## src/rtl/victim_cache_ctrl_if.sv

```systemverilog
// victim_cache_ctrl_if: miss, victim-array, write-back and statistics signals of the victim buffer controller
interface victim_cache_ctrl_if #(
    parameter int VICTIM_NO_OF_SETS = 4,
    parameter int DCACHE_TAG_BITS = 26
);
    localparam int IW = $clog2(VICTIM_NO_OF_SETS);
    logic dc_miss_req_i;
    logic [DCACHE_TAG_BITS-1:0] dc_miss_addr_i;
    logic dc_evict_valid_i;
    logic dc_evict_dirty_i;
    logic [DCACHE_TAG_BITS-1:0] dc_evict_addr_i;
    logic dc_miss_ack_o;
    logic dc_vc_hit_o;
    logic dc_fill_dirty_o;
    logic [IW-1:0] vc_idx_o;
    logic vc_wr_en_o;
    logic mem_wb_req_o;
    logic [DCACHE_TAG_BITS-1:0] mem_wb_addr_o;
    logic mem_wb_ack_i;
    logic [31:0] stat_hits_o;
    logic [31:0] stat_misses_o;
    logic [31:0] stat_wbs_o;
    modport master (
        output dc_miss_req_i, dc_miss_addr_i, dc_evict_valid_i, dc_evict_dirty_i, dc_evict_addr_i, mem_wb_ack_i,
        input dc_miss_ack_o, dc_vc_hit_o, dc_fill_dirty_o, vc_idx_o, vc_wr_en_o, mem_wb_req_o, mem_wb_addr_o,
        input stat_hits_o, stat_misses_o, stat_wbs_o
    );
    modport slave (
        input dc_miss_req_i, dc_miss_addr_i, dc_evict_valid_i, dc_evict_dirty_i, dc_evict_addr_i, mem_wb_ack_i,
        output dc_miss_ack_o, dc_vc_hit_o, dc_fill_dirty_o, vc_idx_o, vc_wr_en_o, mem_wb_req_o, mem_wb_addr_o,
        output stat_hits_o, stat_misses_o, stat_wbs_o
    );
endinterface

```

## src/rtl/victim_cache_ctrl.sv

```systemverilog
// victim_cache_ctrl: victim buffer lookup/swap/insert/write-back sequencer; VICTIM_CACHE_STATS_EN adds hit/miss/write-back counters
module victim_cache_ctrl #(
    parameter int VICTIM_NO_OF_SETS = 4,
    parameter int DCACHE_LINE_WIDTH = 128,
    parameter int DCACHE_TAG_BITS = 26
) (
    input logic clk,
    input logic rst,
    victim_cache_ctrl_if.slave bus
);
    localparam int N = VICTIM_NO_OF_SETS;
    localparam int IW = $clog2(N);
    localparam int TW = DCACHE_TAG_BITS;
    if (N < 2 || N > 16 || (N & (N - 1)) != 0 || DCACHE_LINE_WIDTH < 1) begin : g_bad_cfg
        $error("victim_cache_ctrl: unsupported configuration");
    end
    typedef enum logic [2:0] {IDLE, LOOKUP, SWAP, WB_REQ, INSERT, DONE} state_t;
    state_t state, state_n;
    logic [TW-1:0] tags [N];
    logic [N-1:0] valid, dirty;
    logic [IW-1:0] rr_ptr, way, tgt, hit_idx, ev_idx, sel;
    logic [TW-1:0] miss_addr, ev_addr;
    logic ev_valid, ev_dirty, hit_r, fill_dirty, lk_hit, ev_hit;
    // descending scan so the lowest matching index is the one left standing
    always_comb begin
        lk_hit = 1'b0;
        hit_idx = '0;
        ev_hit = 1'b0;
        ev_idx = '0;
        for (int i = N - 1; i >= 0; i--) begin
            if (valid[i] && tags[i] == miss_addr) begin
                lk_hit = 1'b1;
                hit_idx = IW'(i);
            end
            if (valid[i] && tags[i] == ev_addr) begin
                ev_hit = 1'b1;
                ev_idx = IW'(i);
            end
        end
        sel = ev_hit ? ev_idx : rr_ptr;
    end
    always_ff @(posedge clk or posedge rst)
        if (rst) state <= IDLE;
        else state <= state_n;
    always_comb begin
        state_n = state;
        bus.dc_miss_ack_o = 1'b0;
        bus.dc_vc_hit_o = 1'b0;
        bus.dc_fill_dirty_o = 1'b0;
        bus.vc_idx_o = '0;
        bus.vc_wr_en_o = 1'b0;
        bus.mem_wb_req_o = 1'b0;
        bus.mem_wb_addr_o = '0;
        case (state)
            IDLE: state_n = bus.dc_miss_req_i ? LOOKUP : IDLE;
            LOOKUP: state_n = lk_hit ? SWAP : !ev_valid ? DONE : (valid[sel] && dirty[sel]) ? WB_REQ : INSERT;
            SWAP: begin
                bus.vc_idx_o = way;
                bus.vc_wr_en_o = ev_valid;
                state_n = DONE;
            end
            WB_REQ: begin
                bus.vc_idx_o = tgt;
                bus.mem_wb_req_o = 1'b1;
                bus.mem_wb_addr_o = tags[tgt];
                state_n = bus.mem_wb_ack_i ? INSERT : WB_REQ;
            end
            INSERT: begin
                bus.vc_idx_o = tgt;
                bus.vc_wr_en_o = 1'b1;
                state_n = DONE;
            end
            DONE: begin
                bus.dc_miss_ack_o = 1'b1;
                bus.dc_vc_hit_o = hit_r;
                bus.dc_fill_dirty_o = fill_dirty;
                state_n = IDLE;
            end
            default: state_n = IDLE;
        endcase
    end
    always_ff @(posedge clk or posedge rst)
        if (rst) begin
            for (int i = 0; i < N; i++) tags[i] <= '0;
            valid <= '0;
            dirty <= '0;
            rr_ptr <= '0;
            way <= '0;
            tgt <= '0;
            miss_addr <= '0;
            ev_addr <= '0;
            ev_valid <= 1'b0;
            ev_dirty <= 1'b0;
            hit_r <= 1'b0;
            fill_dirty <= 1'b0;
        end else
            case (state)
                IDLE: if (bus.dc_miss_req_i) begin
                    miss_addr <= bus.dc_miss_addr_i;
                    ev_valid <= bus.dc_evict_valid_i;
                    ev_dirty <= bus.dc_evict_dirty_i;
                    ev_addr <= bus.dc_evict_addr_i;
                    hit_r <= 1'b0;
                    fill_dirty <= 1'b0;
                end
                LOOKUP: begin
                    hit_r <= lk_hit;
                    way <= hit_idx;
                    tgt <= sel;
                end
                SWAP: begin
                    fill_dirty <= dirty[way];
                    if (ev_valid) begin
                        tags[way] <= ev_addr;
                        dirty[way] <= ev_dirty;
                    end else valid[way] <= 1'b0;
                end
                INSERT: begin
                    valid[tgt] <= 1'b1;
                    tags[tgt] <= ev_addr;
                    dirty[tgt] <= ev_dirty;
                    if (tgt == rr_ptr) rr_ptr <= (rr_ptr == IW'(N - 1)) ? '0 : rr_ptr + 1'b1;
                end
                default: ;
            endcase
`ifdef VICTIM_CACHE_STATS_EN
    logic [31:0] hits, misses, wbs;
    always_ff @(posedge clk or posedge rst)
        if (rst) begin
            hits <= '0;
            misses <= '0;
            wbs <= '0;
        end else begin
            if (state == DONE && hit_r && ~&hits) hits <= hits + 1'b1;
            if (state == DONE && !hit_r && ~&misses) misses <= misses + 1'b1;
            if (state == WB_REQ && bus.mem_wb_ack_i && ~&wbs) wbs <= wbs + 1'b1;
        end
    assign bus.stat_hits_o = hits;
    assign bus.stat_misses_o = misses;
    assign bus.stat_wbs_o = wbs;
`else
    assign bus.stat_hits_o = '0;
    assign bus.stat_misses_o = '0;
    assign bus.stat_wbs_o = '0;
`endif
endmodule

```

## src/flat_wrapper.sv

```systemverilog
// flat-port wrapper written by rule: the top's interface ports become plain ports
module victim_cache_ctrl_flat 
#(
    parameter int VICTIM_NO_OF_SETS = 4,
    parameter int DCACHE_LINE_WIDTH = 128,
    parameter int DCACHE_TAG_BITS = 26
)
  (clk, rst, bus_dc_miss_req_i, bus_dc_miss_addr_i, bus_dc_evict_valid_i, bus_dc_evict_dirty_i, bus_dc_evict_addr_i, bus_mem_wb_ack_i, bus_dc_miss_ack_o, bus_dc_vc_hit_o, bus_dc_fill_dirty_o, bus_vc_idx_o, bus_vc_wr_en_o, bus_mem_wb_req_o, bus_mem_wb_addr_o, bus_stat_hits_o, bus_stat_misses_o, bus_stat_wbs_o);
  victim_cache_ctrl_if #(.VICTIM_NO_OF_SETS(VICTIM_NO_OF_SETS), .DCACHE_TAG_BITS(DCACHE_TAG_BITS)) bus_i ();
  input logic clk;
  input logic rst;
  input wire logic [$bits(bus_i.dc_miss_req_i)-1:0] bus_dc_miss_req_i;
  input wire logic [$bits(bus_i.dc_miss_addr_i)-1:0] bus_dc_miss_addr_i;
  input wire logic [$bits(bus_i.dc_evict_valid_i)-1:0] bus_dc_evict_valid_i;
  input wire logic [$bits(bus_i.dc_evict_dirty_i)-1:0] bus_dc_evict_dirty_i;
  input wire logic [$bits(bus_i.dc_evict_addr_i)-1:0] bus_dc_evict_addr_i;
  input wire logic [$bits(bus_i.mem_wb_ack_i)-1:0] bus_mem_wb_ack_i;
  output wire logic [$bits(bus_i.dc_miss_ack_o)-1:0] bus_dc_miss_ack_o;
  output wire logic [$bits(bus_i.dc_vc_hit_o)-1:0] bus_dc_vc_hit_o;
  output wire logic [$bits(bus_i.dc_fill_dirty_o)-1:0] bus_dc_fill_dirty_o;
  output wire logic [$bits(bus_i.vc_idx_o)-1:0] bus_vc_idx_o;
  output wire logic [$bits(bus_i.vc_wr_en_o)-1:0] bus_vc_wr_en_o;
  output wire logic [$bits(bus_i.mem_wb_req_o)-1:0] bus_mem_wb_req_o;
  output wire logic [$bits(bus_i.mem_wb_addr_o)-1:0] bus_mem_wb_addr_o;
  output wire logic [$bits(bus_i.stat_hits_o)-1:0] bus_stat_hits_o;
  output wire logic [$bits(bus_i.stat_misses_o)-1:0] bus_stat_misses_o;
  output wire logic [$bits(bus_i.stat_wbs_o)-1:0] bus_stat_wbs_o;
  assign bus_i.dc_miss_req_i = bus_dc_miss_req_i;
  assign bus_i.dc_miss_addr_i = bus_dc_miss_addr_i;
  assign bus_i.dc_evict_valid_i = bus_dc_evict_valid_i;
  assign bus_i.dc_evict_dirty_i = bus_dc_evict_dirty_i;
  assign bus_i.dc_evict_addr_i = bus_dc_evict_addr_i;
  assign bus_i.mem_wb_ack_i = bus_mem_wb_ack_i;
  assign bus_dc_miss_ack_o = bus_i.dc_miss_ack_o;
  assign bus_dc_vc_hit_o = bus_i.dc_vc_hit_o;
  assign bus_dc_fill_dirty_o = bus_i.dc_fill_dirty_o;
  assign bus_vc_idx_o = bus_i.vc_idx_o;
  assign bus_vc_wr_en_o = bus_i.vc_wr_en_o;
  assign bus_mem_wb_req_o = bus_i.mem_wb_req_o;
  assign bus_mem_wb_addr_o = bus_i.mem_wb_addr_o;
  assign bus_stat_hits_o = bus_i.stat_hits_o;
  assign bus_stat_misses_o = bus_i.stat_misses_o;
  assign bus_stat_wbs_o = bus_i.stat_wbs_o;
  victim_cache_ctrl #(.VICTIM_NO_OF_SETS(VICTIM_NO_OF_SETS), .DCACHE_LINE_WIDTH(DCACHE_LINE_WIDTH), .DCACHE_TAG_BITS(DCACHE_TAG_BITS)) u_core (.clk(clk), .rst(rst), .bus(bus_i));
endmodule
```

## config.mk

```make
export PLATFORM = sky130hd
export DESIGN_NAME = victim_cache_ctrl_flat
export DESIGN_NICKNAME = d
export VERILOG_FILES = /design/src/rtl/victim_cache_ctrl_if.sv /design/src/rtl/victim_cache_ctrl.sv /design/src/flat_wrapper.sv
export SDC_FILE = /design/constraint.sdc
export NUM_CORES = 1
export LEC_CHECK = 0
export CAP_MARGIN = 10
export CORE_MARGIN = 3
export CORE_UTILIZATION = 44
export DETAILED_ROUTE_END_ITERATION = 8
export MAX_ROUTING_LAYER = met4
export PLACE_DENSITY = 0.65
export SYNTH_ARGS = -nofsm -noshare
export SYNTH_HDL_FRONTEND = slang
export SYNTH_SLANG_ARGS = --single-unit
```

## constraint.sdc

```tcl
create_clock -name clk -period 9.8 [get_ports clk]
set_clock_uncertainty 0.2 [all_clocks]
set_input_delay 1.47 -clock clk [delete_from_list [all_inputs] [get_ports clk]]
set_output_delay 1.47 -clock clk [all_outputs]
set_load 0.01 [all_outputs]
```

Word level (Yosys, flattened, before mapping)
Index checks and enable logic that the tools add are counted.
Operators by class
  add/sub/neg operators: 1
  multiply operators: 0
  div/mod/pow operators: 0
  magnitude comparators: 9
  equality and inequality tests: 18
  shifts and indexed selects: 0
  muxes and demuxes: 61
  bitwise gates (word level): 5
  reductions and logical operators: 25
Operators with widths (count)
  104-bit bitwise mux: 2
  26-bit equality test: 8
  104-bit one-hot mux with 2 select lines: 1
  26-bit two-way mux: 5
  26-bit demux with 2-bit select: 2
  104-bit two-way mux: 1
  26-bit binary-select mux with 2-bit select: 1
  2-bit two-way mux: 10
  1-bit two-way mux: 19
  4-bit one-hot mux with 2 select lines: 2
  1-bit logical AND: 13
  3-bit two-way mux: 4
  3-bit one-hot mux with 4 select lines: 1
  2-bit AND reduction: 6
  2-bit by 3-bit < comparator with 1-bit output (second input constant): 3
  4-bit bitwise mux: 2
  4-bit two-way mux: 2
  1-bit binary-select mux with 2-bit select: 3
  3-bit by 2-bit equality test with 1-bit output (second input constant): 2
  3-bit equality test (second input constant): 2
  3-bit greater-or-equal comparator (second input constant): 2
  3-bit by 1-bit < comparator with 1-bit output (second input constant): 2
  2-bit inverter with 3-bit output: 2
  1-bit one-hot mux with 2 select lines: 3
  other kinds (15): 21
Word-level totals
  bits in registers: 177
  latch bits: 0
  bits in writable memories: 0
  memory bits (read-only): 0
  bits of input ports: 58
  output and inout bits: 129
  memories kept: 0

Longest topological paths before layout
  word-level depth: 14
  depth in mapped cells: 9
  mapped depth without buffers: 8

Worst setup path before layout
Ideal clock, no wire load.
  path type: reg2out
  start point: register u_core.tgt[0]
  end point: output port bus_mem_wb_addr_o[18]
  arrival time: 2.090 ns
  required time: 8.130 ns
  setup slack: 6.040 ns
  stages on the path, launching flop included: 6
  buffers on the path: 3
  cell sequence: dfrtp_1 clkbuf_1 buf_1 buf_2 mux4_2 and3_1
Between the ends
  cells in the longest elaborated chain, start to end: 5
RTL lines
  start: declaration: line victim_cache_ctrl.sv:21  | logic [IW-1:0] rr_ptr, way, tgt, hit_idx, ev_idx, sel;
  start signal: assignment: line victim_cache_ctrl.sv:109  | tgt <= sel;
  2-bit inverter with 3-bit output (implied by the code): line victim_cache_ctrl.sv:65  | bus.mem_wb_addr_o = tags[tgt];
  26-bit binary-select mux with 2-bit select: line victim_cache_ctrl.sv:65
  26-bit two-way mux (implied by the code) (2 in series): line victim_cache_ctrl.sv:65
  26-bit two-way mux: line victim_cache_ctrl.sv:54  | case (state)
  end: declaration: line flat_wrapper.sv:24  | output wire logic [$bits(bus_i.mem_wb_addr_o)-1:0] bus_mem_wb_addr_o;
Every way passes these cells. The select of a mux whose other input is x is not followed.

Final worst setup path
  start point: register u_core.tgt[0]
  end point: output port bus_mem_wb_addr_o[7]
Same word-level chain as after synthesis.

==> impl_results.md <==
* Run status: complete, no violations
* Via density per instance at 5.57
* RSZ-0062 raised after global routing: no
* Area enclosed by the die boundary at 0.0276 mm2
* Drt wl/cell at 23.6 um
* Deepest clock path buffer count at 2
* Worst reg-to-reg path cell count at 8
* Top cells by instance count after synthesis: sky130_fd_sc_hd__dfrtp_1 (177), sky130_fd_sc_hd__mux2_2 (161), sky130_fd_sc_hd__xnor2_1 (127)
* Number of gates resized after CTS at 0
* Path category of the worst min-delay check: flip-flop to flip-flop
* Transition time at the pin with the least slew margin at 1080 ps
* Post-Syn Instances at 990
* Final Net Count at 1,081
* Hold-fix buffers at CTS at 0
* Remaining max-slew budget at the tightest pin at 27.4%
* Cell types with the largest area share after synthesis: sky130_fd_sc_hd__dfrtp_1 (39%), sky130_fd_sc_hd__mux2_2 (16%), sky130_fd_sc_hd__xnor2_1 (9.9%), sky130_fd_sc_hd__buf_4 (6.6%), sky130_fd_sc_hd__xor2_1 (6.2%)
* Top-area cell type share of the netlist area at 39.3%
* Share of cell area taken by muxes after synthesis at 21.5%
* Areal power density over the cells at 360 mW/mm2
* First-pass GRT wire length at 48.6 mm
* Final Hold Fails at 0
* Vias at 7,576
* Initial antenna violation count at 0
* Most frequent cell after synthesis: sky130_fd_sc_hd__dfrtp_1
* Number of library cell types mapped by synthesis at 52
* Starting utilization of the core area at 45.5%
* Synthesized-area fraction occupied by ao, oa, aoi and oai cells at 2.57%
* Sequential area share after synthesis at 39.3%
* Share of synthesized flip-flops with an asynchronous set or reset at 100%
* Simple logic cell fraction of the synthesized area at 9.53%
* Shortest clock period the worst path allows after layout at 4520 ps
* Cell chosen for the clock root: sky130_fd_sc_hd__clkbuf_16
* Mean area per synthesized cell at 11.4 um2
* Clock latency on the worst-skew pair at 450 ps
* Area added between synthesis and finish at 11.1%
* Synth Area in Adders at 0.111%
* Number of clock buffers inserted by TritonCTS at 17
* First-pass iteration count of the detailed router at 5
* Final wirelength at 32.0 mm
* Total congestion overflow at 0
* Number of enable flip-flop cells after synthesis at 0
* WP data arrival at 2850 ps
* Required time of the worst setup path at 8130 ps
* Number of setup violations in the final report at 0
* Die Y at 166 um
* Element type at the critical path start: flip-flop
* Clock tree from TritonCTS: yes
* Pin count of the biggest net entering global routing at 109
* Combinational family with the most area after synthesis: multiplexers
* Number of inserted diodes at 0
* Share of final-layout standard cells stronger than drive strength 1 at 23.7%
* Critical path startpoint: u_core.tgt[0]
* Most used DFF post-synth: sky130_fd_sc_hd__dfrtp_1
* Total negative slack for setup checks at 0 ps
* Leakage Power at 5.28 nW
* Share of the cycle needed by the critical path after routing at 46.1%
* Number of placement rows at 57
* DRT iter0 DRCs at 546
* Maximum vdd drop at 0.192 mV
* Worst-path fanout max at 21
* Max Fclk at 221 MHz
* R2R Setup Slk at 6070 ps
* Final design utilization at 50.5%
* Number of ports placed on the die boundary at 187
* Final Max Slew Viols at 0
* CTS H-tree lvls at 4
* Combined global-route utilization of all metal layers at 23.9%
* Core region area at 0.0247 mm2
* Port bufs at 90
* Count of yosys warnings during synthesis at 0
* Synth Register Bits at 177
* Endpoint class of the critical path: output port
* Fraction of synthesized cell area in xor and xnor cells at 16.5%
* Setup bufs post-CTS at 0
* Number of global-route vias before repair at 7,554
* Chip Width at 166 um
* Final weighted congestion in routability-driven placement at 1.03
* Critical path destination: bus_mem_wb_addr_o[7]
* Sinks on the clock net at 177
* Reg-to-Reg End: u_core.state[2]
* Post-detail-place hpwl at 24.3 mm
* Max-capacitance violation count at 0
* Synth area leader: sky130_fd_sc_hd__dfrtp_1
* Residual DRC at 0
* Critical path type: flip-flop to output port
* Register clock-pin slew on the reported worst setup and hold paths at 70 ps
* Start of the worst register-to-register path: u_core.miss_addr[2]
* Antenna-violating nets left at 0
* Netlist Area Pre-Place at 0.0113 mm2
-- where the power goes --
group | switching, mW | internal, mW | total [mW]
Sequential | 0.690 | 1.06 | 1.75
Clock | 0.302 | 0.418 | 0.720
Combinational | 0.992 | 1.05 | 2.04
-- metal layers --
layer | GRT usage [%] | wire (um) | up-vias
met1 | 31.2 | 13500 | 3851
met5 | - | 0 | -
met3 | 5.19 | 2480 | 44
met2 | 37.9 | 15300 | 361
li1 | - | - | 3320
met4 | 7.12 | 791 | 0
-- stage by stage --
step	std cells	worst slack [ps]	total power, mW	area [um2]	hold WS (ps)
after floorplan	1085	3330	3.11	11600	274
after global placement	1327	5770	3.73	11900	317
after CTS	1359	5250	4.50	12500	339
after global routing	1359	5110	4.74	12500	380
after detailed placement	1327	5740	3.76	11900	322
final	1359	5280	4.51	12500	341
-- layout by cell type, fill, tap and decap left out, types with 4 or more instances in the layout --
cell type                         instances
sky130_fd_sc_hd__a21oi_1                  7
sky130_fd_sc_hd__and3_1                  30
sky130_fd_sc_hd__and4_1                   4
sky130_fd_sc_hd__buf_4                   11
sky130_fd_sc_hd__clkbuf_16               17
sky130_fd_sc_hd__clkdlybuf4s50_1         90
sky130_fd_sc_hd__conb_1                  96
sky130_fd_sc_hd__dfrtp_1                176
sky130_fd_sc_hd__inv_1                    8
sky130_fd_sc_hd__inv_6                    5
sky130_fd_sc_hd__mux2_2                 161
sky130_fd_sc_hd__mux4_2                  27
sky130_fd_sc_hd__nand2_1                 15
sky130_fd_sc_hd__nand2b_1                 4
sky130_fd_sc_hd__nand3_1                  6
sky130_fd_sc_hd__nand3b_1                 4
sky130_fd_sc_hd__nand4_1                 43
sky130_fd_sc_hd__nor2_1                  17
sky130_fd_sc_hd__nor3_1                  11
sky130_fd_sc_hd__nor4_1                  22
sky130_fd_sc_hd__o21ai_0                  8
sky130_fd_sc_hd__or4_1                    5
sky130_fd_sc_hd__xnor2_1                127
sky130_fd_sc_hd__xor2_1                  80
-- worst min path at each step --
stage                      start                 to  slack (ps)  cells past startpoint
6_report       u_core.fill_dirty  u_core.fill_dirty         340                      2
5_1_grt        u_core.fill_dirty  u_core.fill_dirty         380                      2
4_1_cts        u_core.fill_dirty  u_core.fill_dirty         340                      2
3_5_place_dp   u_core.fill_dirty  u_core.fill_dirty         320                      2
3_3_place_gp   u_core.fill_dirty  u_core.fill_dirty         320                      2
2_1_floorplan  u_core.fill_dirty  u_core.fill_dirty         270                      2
-- layout make-up --
type	instances	area [um2]
fillers	2231	12200
multi-input cells	716	6040
flip-flops and latches	177	4430
repair buffers	101	983
clock buffers	21	460
well taps	324	405
clock inverters	11	151
inverters	9	38.8
-- cells by family after synthesis --
group / after synthesis
muxes: 188
xor gates and xnor gates: 210
DFF: 177
other: 1
buffers and inverters: 192
adders and majority gates: 1
and+or+nand+nor: 180
AOI/OAI and AO/OA: 41
-- critical path, cell delays in order, from the launching register on --
cell,delay [ps]
sky130_fd_sc_hd__dfrtp_2,660
sky130_fd_sc_hd__buf_4,480
sky130_fd_sc_hd__mux4_2,560
sky130_fd_sc_hd__and3_1,220
sky130_fd_sc_hd__clkdlybuf4s50_1,490
-- state kept, by name, indices dropped and copies added, names as in the netlist --
register           count
u_core.rr_ptr          2
u_core.way             2
u_core.valid           4
u_core.dirty           4
u_core.miss_addr      26
u_core.hit_r           1
u_core.ev_valid        1
u_core.ev_dirty        1
u_core.fill_dirty      1
u_core.tags          104
u_core.ev_addr        26
u_core.tgt             2
u_core.state           3
Power figures use the tool's default switching activity.
